<file path="config.mk">
export PLATFORM = sky130hd
export DESIGN_NAME = timer_arbiter
export DESIGN_NICKNAME = d
export VERILOG_FILES = /design/src/rtl/timer_arbiter.sv
export SDC_FILE = /design/constraint.sdc
export NUM_CORES = 1
export LEC_CHECK = 0
export ABC_AREA = 0
export CAP_MARGIN = 0
export CORE_MARGIN = 5
export CORE_UTILIZATION = 30
export CTS_BUF_LIST = sky130_fd_sc_hd__clkbuf_2
export DETAILED_ROUTE_END_ITERATION = 10
export GPL_ROUTABILITY_DRIVEN = 1
export SLEW_MARGIN = 0
export SYNTH_ARGS = -nofsm -noshare
export SYNTH_HDL_FRONTEND = slang
export SYNTH_SLANG_ARGS = --single-unit
</file>
<file path="constraint.sdc">
create_clock -name clk -period 3.2 [get_ports clk]
set_clock_uncertainty 0.05 [all_clocks]
set_input_delay 0.32 -clock clk [delete_from_list [all_inputs] [get_ports clk]]
set_output_delay 0.32 -clock clk [all_outputs]
set_load 0.05 [all_outputs]
</file>
<file path="src/rtl/timer_arbiter.sv">
// Round-robin arbiter that lends one shared down-counter to one requester at a time.
// Each granted requester holds req for its interval; dropping req aborts without a done pulse.
module timer_arbiter #(
    parameter int NREQ  = 4,
    parameter int WIDTH = 8
) (
    input  logic                  clk,
    input  logic                  reset,
    input  logic [NREQ-1:0]       req,
    input  logic [NREQ*WIDTH-1:0] len,
    output logic [NREQ-1:0]       grant,
    output logic                  busy,
    output logic [WIDTH-1:0]      count,
    output logic [NREQ-1:0]       done
);

    localparam int unsigned N  = NREQ;
    localparam int          IW = (NREQ > 1) ? $clog2(NREQ) : 1;

    typedef enum logic [1:0] {IDLE, LOAD, RUN, DONE} state_t;

    state_t          state;
    logic [IW-1:0]   last;
    logic [IW-1:0]   winner;
    logic [IW-1:0]   pick;
    logic [IW-1:0]   cand;
    logic            found;
    logic [WIDTH-1:0] len_arr [NREQ];

    function automatic logic [NREQ-1:0] onehot(input logic [IW-1:0] i);
        onehot    = '0;
        onehot[i] = 1'b1;
    endfunction

    always_comb begin
        for (int unsigned i = 0; i < N; i++) begin
            len_arr[i] = len[i*WIDTH +: WIDTH];
        end
    end

    // Scan starts one past the last grant and wraps, so the first hit is the fairest.
    always_comb begin
        pick  = '0;
        cand  = '0;
        found = 1'b0;
        for (int unsigned off = 0; off < N; off++) begin
            cand = IW'((32'(last) + 32'd1 + off) % N);
            if (!found && req[cand]) begin
                pick  = cand;
                found = 1'b1;
            end
        end
    end

    always_ff @(posedge clk) begin
        if (reset) begin
            state  <= IDLE;
            grant  <= '0;
            done   <= '0;
            busy   <= 1'b0;
            count  <= '0;
            last   <= IW'(NREQ - 1);
            winner <= '0;
        end else begin
            done <= '0;
            case (state)
                IDLE: begin
                    if (found) begin
                        state  <= LOAD;
                        grant  <= onehot(pick);
                        winner <= pick;
                        last   <= pick;
                        busy   <= 1'b1;
                    end
                end
                LOAD: begin
                    count <= len_arr[winner];
                    state <= RUN;
                end
                RUN: begin
                    // Abort is tested first so it beats a same-cycle completion.
                    if (!req[winner]) begin
                        state <= IDLE;
                        grant <= '0;
                        count <= '0;
                        busy  <= 1'b0;
                    end else if (count != '0) begin
                        count <= count - 1'b1;
                    end else begin
                        state <= DONE;
                        grant <= '0;
                        done  <= onehot(winner);
                    end
                end
                DONE: begin
                    state <= IDLE;
                    busy  <= 1'b0;
                end
                default: begin
                    state <= IDLE;
                    grant <= '0;
                    busy  <= 1'b0;
                end
            endcase
        end
    end

endmodule

</file>
==> Word-level counts from Yosys, hierarchy flattened <==
Cells that the tools add are included.
{ "word_totals": {"reg_bits": 23, "output_inout_bits": 17, "word_cells": 89} }
{ "classes": {"add_sub_neg": 5, "magnitude_cmp": 9, "n_eq_ne": 7, "muxes": 39, "bitwise_logic": 3, "reduce_logical": 19} }
{ "ops": {"columns": ["operator", "count"], "rows": [
  ["$mux 8", 4],
  ["$lt 2x3->1 const B", 6],
  ["$bmux 8 s2", 1],
  ["$pmux 8 s2", 1],
  ["$mux 2", 7],
  ["$mux 1", 13],
  ["$mux 4", 3],
  ["$bmux 1 s2", 5],
  ["$pmux 2 s4", 1],
  ["$pmux 4 s2", 1],
  ["$reduce_bool 8->1", 1],
  ["$sub 8x1->8 const B", 1],
  ["$ne 3x3->1 const B", 2],
  ["$reduce_and 2->1", 3],
  ["$reduce_and 3->1", 2],
  ["$logic_and 1x1->1", 5],
  ["$add 2x1->2 const B", 2],
  ["$add 2x2->2 const B", 2],
  ["$demux 1 s2", 2],
  ["$eq 2x2->1 const B", 2],
  ["$ge 2x1->1 const B", 2],
  ["$ne 2x2->1 const B", 2],
  ["$reduce_bool 2->1", 2],
  ["$reduce_or 4->1", 1],
  ["8 further kinds", 11]
]} }

==> Depth between registers and ports, before layout <==
Gate-level depths: netlist of the first run.
{ "logic_depth": {"word_depth": 19, "mapped_depth": 8, "mapped_depth_nobuf": 7} }

==> Least setup slack after synthesis of the first run <==
OpenSTA, ideal clock, no wires.
{ "synth_path": {"kind": "flip-flop to flip-flop", "start": "register count[0]", "end": "register count[1]", "arrival_time_ns": 1.868, "required_ns": 3.016, "setup_slack_ns": 1.148, "stages_incl_launch_ff": 9, "synth_period_minus_slack_ns": 2.052, "cell_sequence": "dfxtp_1 inv_1 ha_1 nor4b_4 a21oi_2 nor3_2 buf_6 a221oi_2 a211oi_2"} }
{ "synth_between": {"elab_chain_cells": 4} }
{ "synth_rtl": {"columns": ["element", "line_no", "text"], "rows": [
  ["start, declared", "13", "output logic [WIDTH-1:0] count,"],
  ["start signal, assigned", "77", "count <= len_arr[winner];"],
  ["start signal, assigned", "88", "count <= count - 1'b1;"],
  ["$sub 8x1->8", "88", null],
  ["$mux 8", "87", "end else if (count != '0) begin"],
  ["$mux 8", "82", "if (!req[winner]) begin"],
  ["$pmux 8 s2", "66", "case (state)"]
]} }
Parallel ways exist; a longest one is shown, timed or not. The select of a mux whose other input is x is not followed.
A chain may end at the register's enable or synchronous reset.

==> Worst setup path in the final report of the first run <==
{ "layout_path": {"start": "register count[2]", "end": "output port count[2]"} }
No word-level cell between the ends.

==> run_results.csv, run 1 <==
group,metric,value,unit
cts,ctsHtreeMaxLevel,1,
timing,hold_viol_final,0,
setup_path,max_stage_delay,0.88,ns
logic_synthesis,syn-num-nets,202,
cts,clkLatencyLatePin,0.34,ns
setup_path,r2r-start,"count[0]",
place,place_ws,1.01,ns
setup_path,cp-end-kind,"primary output",
die,core,0.00482,sq mm
global_route,antenna_found_initial,0,
cts,clock_sinks,23,
hold_path,hp-class,"reg -> reg",
finish,syn2layout_area_growth,39.6,%
setup_path,crit_path_start_kind,"flip-flop",
logic_synthesis,ys_types,53,
run,cap_viol_max_count,0,
finish,drive_above_1_share,14.5,%
routing,detail_route.wirelength,4.12,mm
place,gp_congestion,0.743,
setup_path,cp_max_fo,7,
logic_synthesis,synth-edff-count,0,
logic_synthesis,synthCells,163,
place,dpl.hpwl,3.25,mm
timing,max_slew_margin,49.4,%
routing,route.detailed.drc,0,
timing,drv_slew,0,
die,die_area,0.00659,sq mm
routing,met3_length,214,microns
cts,clk_pin_slew,0.22,ns
routing,vias_per_cell,5.02,
pwr,ir_drop,0.319,mV
cts,cts_resized,0,
routing,vias,1411,
cts,cts_tree,"yes",
global_route,grt_usage,13.3,%
routing,dr.max_layer_used,"met4",
routing,met1_length,1.86,mm
pwr,leakage,0.000772,uW
cts,cts_setup_buffers,0,
timing,tns,0,ns
logic_synthesis,ys_ff_latch,23,
setup_path,ff2ff_path_depth,8,
cts,cts_buffers,3,
cts,clock_path_buffers,2,
timing,max_freq,470,MHz
timing,setup_ws,1.07,ns
timing,setup_violations,0,
finish,fill_cells,490,
setup_path,path_depth,1,
cts,cts_hold_buf,0,
global_route,grt_pass1_vias,1361,
place,io_buffers,54,
logic_synthesis,ys_warn_count,0,
logic_synthesis,postSynthAreaPerCell,9.32,sq um
cts,clockRootBuffer,"clkbuf_2",
setup_path,critPathKind,"reg -> out",
die,row_count,25,
global_route,grt_max_degree,20,
run_status,status,"completed",
routing,ant_nets,0,
finish,diodes,0,
timing,rsz0062_at_grt,"false",
pwr,power_density,523,mW/mm^2
logic_synthesis,ys_seq_area_share,30.3,%
timing,worstMarginPinSlew,0.757,ns
setup_path,crit_required,2.83,ns
timing,fin_crit,2.13,ns
hold_path,min_to,"busy",
routing,met2WireLength,2.03,mm
die,start_util,31.5,%
routing,firstDrtPassIters,6,
hold_path,worstHoldPathCells,2,
routing,initialDrtViolationCount,104,
hold_path,hp-start,"busy",
setup_path,path_cells,"clkdlybuf4s50_1",
logic_synthesis,synth_ff_type,"dfxtp_1",
timing,post-route-period-util,66.4,%
die,die_w,81.2,microns
global_route,grt.overflow.total,0,
setup_path,r2r_slack,1.15,ns
setup_path,path_buf_inv,1,
die,pin_count,55,
setup_path,cp.arrival,1.76,ns
setup_path,reg2reg_to,"count[6]",
setup_path,cp_top_family,"buffers and inverters",
global_route,grt_pass1_wl,6.81,mm
routing,wl_per_cell,14.6,microns
finish,nets,254,
logic_synthesis,synthArstFlopShare,0,%
die,die_h,81.2,microns
logic_synthesis,netlist_area,0.00152,sq mm
setup_path,cpMaxStageDelayCell,"clkdlybuf4s50_1",
==> cells in the final DEF, fill, tap and decap left out, types with 2 or more instances in the layout <==
| cell | netlist | final |
|---|---|---|
| o211ai_1 | 3 | 3 |
| inv_1 | 8 | 8 |
| nor4_1 | 2 | 2 |
| clkdlybuf4s50_1 | 0 | 54 |
| nor2_1 | 19 | 19 |
| a31oi_1 | 4 | 4 |
| nand2b_1 | 2 | 2 |
| nor2b_1 | 3 | 3 |
| a211oi_2 | 3 | 3 |
| nand2_1 | 11 | 11 |
| buf_4 | 1 | 3 |
| dfxtp_1 | 23 | 23 |
| mux4_2 | 8 | 8 |
| nor3_1 | 8 | 8 |
| a21o_1 | 5 | 5 |
| o221ai_1 | 2 | 2 |
| mux2_2 | 2 | 2 |
| a22oi_1 | 3 | 3 |
| a21oi_1 | 9 | 9 |
| o31ai_1 | 3 | 3 |
| clkbuf_2 | 0 | 3 |
| a21boi_0 | 2 | 2 |
| o21ai_0 | 4 | 4 |
==> how the worst max path moves through the flow <==
stage / start / to / slack (ns)
floorplan: count[0] / count[1] / 1.15
global placement: req[0] / grant[1] / 1.01
detailed placement: req[3] / count[0] / 1.01
CTS: count[2] / count[2] / 1.02
global route: count[0] / count[6] / 0.90
finish: count[2] / count[2] / 1.07
==> power breakdown <==
group	total [uW]	internal, uW	switching, uW
Sequential	390	329	60.9
Clock	123	29.0	93.9
Combinational	595	265	330
==> cell type report <==
| type | instances | area (sq um) | share of cell area, % |
|---|---|---|---|
| clock inverters | 1 | 7.51 | 0.354 |
| well taps | 67 | 83.8 | 3.95 |
| multi-input cells | 122 | 961 | 45.3 |
| repair buffers | 57 | 563 | 26.5 |
| flip-flops and latches | 23 | 460 | 21.7 |
| inverters | 8 | 30.0 | 1.42 |
| clock buffers | 3 | 15.0 | 0.708 |
==> logic make-up after synthesis <==
| logic type | Yosys count | synth area share, % |
|---|---|---|
| simple gates | 60 | 22.2 |
| mux | 12 | 15.7 |
| flops | 23 | 30.3 |
| compound gates | 48 | 23.9 |
| xor+xnor | 1 | 0.577 |
| buf+inv | 18 | 6.42 |
| fa+ha+maj | 1 | 0.824 |
==> per-layer routing <==
metal | up-vias | GRT usage, %
li1 | 716 | -
met1 | 657 | 18.0
met2 | 36 | 22.1
met3 | 2 | 3.22
met4 | 0 | 1.52
met5 | - | 0
==> metrics by stage <==
step	power, uW	hold WS, ns	utilization [%]	instance area (sq um)	instances
3_5_place_dp	994	0.410	43.6	2100	277
5_1_grt	1200	0.486	44.0	2120	281
2_1_floorplan	828	0.462	-	1520	163
6_report	1110	0.442	44.0	2120	281
3_3_place_gp	997	0.410	43.6	2100	277
4_1_cts	1120	0.447	44.0	2120	281
==> sequential cells by signal (all words and copies together), names as in the netlist <==
name / flops
count: 8
done: 4
grant: 4
last: 2
state: 2
winner: 2
busy: 1
==> cell usage after synthesis, types with 2 or more instances <==
cell type | count | area (sq um)
dfxtp_1 | 23 | 460
nor2_1 | 19 | 71.3
nand2_1 | 11 | 41.3
a21oi_1 | 9 | 45.0
inv_1 | 8 | 30.0
mux4_2 | 8 | 180
nor3_1 | 8 | 40.0
a21o_1 | 5 | 37.5
a31oi_1 | 4 | 25.0
o21ai_0 | 4 | 20.0
a211oi_2 | 3 | 37.5
a22oi_1 | 3 | 22.5
buf_2 | 3 | 15.0
buf_6 | 3 | 33.8
clkbuf_1 | 3 | 11.3
nor2b_1 | 3 | 18.8
o211ai_1 | 3 | 22.5
o31ai_1 | 3 | 22.5
a21boi_0 | 2 | 15.0
mux2_2 | 2 | 22.5
nand2b_1 | 2 | 12.5
nor4_1 | 2 | 12.5
o221ai_1 | 2 | 17.5
Note: power is estimated with default switching activity, not from simulation.
==> inputs of run 2 (changes only) <==
Clock period 3.2 ns to 1.87 ns, I/O delays scaled along.
==> run 2 against run 1 <==
- power rose by 89%
- utilization rose by 4.4 points
- combinational power rose by 110%
- die area did not move
- critical endpoint is now grant[0]
- highest routed layer unchanged
- worst setup slack got worse by 0.98 ns
==> run_results.csv, run 2 (same netlist as run 1, synthesis figures left out) <==
group,metric,value,unit
run_status,status,"completed",
routing,met2WireLength,2.21,mm
timing,max_slew_margin,65.9,%
routing,vias,1513,
finish,largest_reg_flops,8,
run,cap_viol_max_count,0,
finish,layout_commonest_cell,"clkdlybuf4s50_1",
routing,firstDrtPassIters,4,
timing,drv_slew,0,
cts,clkLatencyLatePin,0.35,ns
cts,clockRootBuffer,"clkbuf_2",
finish,diodes,0,
finish,syn2layout_area_growth,53.5,%
pwr,switching_power,881,uW
cts,clk_pin_slew,0.24,ns
global_route,grt_max_degree,16,
pwr,comb_power_share,59.4,%
cts,cts_tree,"yes",
die,row_count,25,
pwr,power_density,901,mW/mm^2
pwr,ir_drop,0.595,mV
timing,rsz0062_at_grt,"false",
place,dpl.hpwl,3.57,mm
global_route,antenna_found_initial,0,
routing,met3_length,147,microns
place,post_dp_cell_area,0.00228,sq mm
setup_path,cp.arrival,1.54,ns
timing,worstMarginPinSlew,0.510,ns
routing,vias_per_cell,4.96,
cts,ctsHtreeMaxLevel,1,
finish,stdcell_area,0.00233,sq mm
routing,initialDrtViolationCount,53,
timing,setup_violations,0,
setup_path,path_buf_inv,1,
cts,cts_hold_buf,0,
timing,tns,0,ns
timing,post-route-period-util,94.8,%
die,core,0.00482,sq mm
routing,wl_per_cell,14.4,microns
finish,nets,278,
routing,route.detailed.drc,0,
setup_path,cpMaxStageDelayCell,"clkdlybuf4s50_1",
global_route,grt.overflow.total,0,
finish,regMostFlops,"count",
finish,drive_above_1_share,27.3,%
timing,hold_viol_final,0,
finish,biggestRegsByFlops,"count x8, done x4, grant x4",
die,die_h,81.2,microns
die,start_util,31.5,%
routing,detail_route.wirelength,4.39,mm
routing,ant_nets,0,
global_route,grt_pass1_vias,1527,
global_route,grt_pass1_wl,7.23,mm
pwr,p_sw_share,42.0,%
pwr,p_int,1220,uW
timing,fin_crit,1.77,ns
routing,met1_length,2.01,mm
setup_path,crit_required,1.63,ns
die,die_w,81.2,microns
place,io_buffers,54,
finish,final_cell_mix,"42 x clkdlybuf4s50_1, 30 x buf_4, 21 x dfxtp_1",
cts,clock_sinks,23,
cts,cts_buffers,3,
global_route,grt_usage,14.2,%
hold_path,hp-class,"in -> reg",
setup_path,path_cells,"clkdlybuf4s50_1",
timing,max_freq,564,MHz
finish,final_core_util,48.4,%
pwr,power_frac_clock,10.3,%
routing,dr.max_layer_used,"met4",
die,pin_count,55,
setup_path,cp_top_family,"buffers and inverters",
setup_path,critPathKind,"reg -> out",
setup_path,cp_max_fo,2,
setup_path,max_stage_delay,0.80,ns
setup_path,crit_path_start_kind,"flip-flop",
setup_path,cp-end-kind,"primary output",
place,gp_congestion,0.783,
pwr,power_frac_seq,30.3,%
pwr,leakage,0.000996,uW
cts,clock_path_buffers,2,
die,die_area,0.00659,sq mm
[run 2: power groups by stage]
stage	clock, uW	combinational, uW	sequential (uW)
2_1_floorplan	0	602	818
3_3_place_gp	0	1220	646
3_5_place_dp	0	1230	646
4_1_cts	228	1220	636
5_1_grt	259	1360	651
6_report	217	1250	636
[run 2: timing repair]
action,in CTS,in global routing
hold endpoints to repair,0,0
pin swaps,0,4
setup endpoints to repair,3,12
setup buffers,0,1
resized for setup,3,10
cloned,0,0
[run 2: per-layer routing]
metal | vias to the layer above | global-route usage [%]
met5 | - | 0
met4 | 0 | 2.36
met3 | 2 | 3.55
met2 | 24 | 24.1
met1 | 726 | 18.6
li1 | 761 | -
[run 2: final timing paths]
| kind | start | endpoint | slack (ns) | cells past startpoint |
|---|---|---|---|---|
| worst max register to register | winner[0] | count[7] | 0.13 | 6 |
| worst min register to register | busy | busy | 0.42 | 2 |
| worst min-delay path | reset | count[2] | 0.42 | 2 |
| worst max-delay path | grant[0] | grant[0] | 0.1 | 1 |
[run 2: layout make-up]
cell class                      instances  area [sq um]
Fill cell                             495          2490
Multi-Input combinational cell        122           977
Timing Repair Buffer                   81           754
Sequential cell                        23           463
Tap cell                               67          83.8
Inverter                                8          30.0
Clock buffer                            3          15.0
Clock inverter                          1          7.51
[run 2: metrics by stage]
stage	total power [uW]	hold slack [ns]	cells	setup WS [ns]
finish	2100	0.425	305	0.0977
global route	2270	0.381	305	0.00132
CTS	2080	0.400	304	0.00814
detailed placement	1870	0.402	300	-0.127
global placement	1870	0.405	300	-0.0831
floorplan	1420	0.462	163	0.0120
[run 2: worst register-to-register path: stages, from the launching register on]
cell      delay (ns)
dfxtp_1         0.43
buf_4           0.18
mux4_2          0.52
a31oi_1         0.17
nor2_1          0.06
o221ai_1        0.17
o31ai_1         0.10
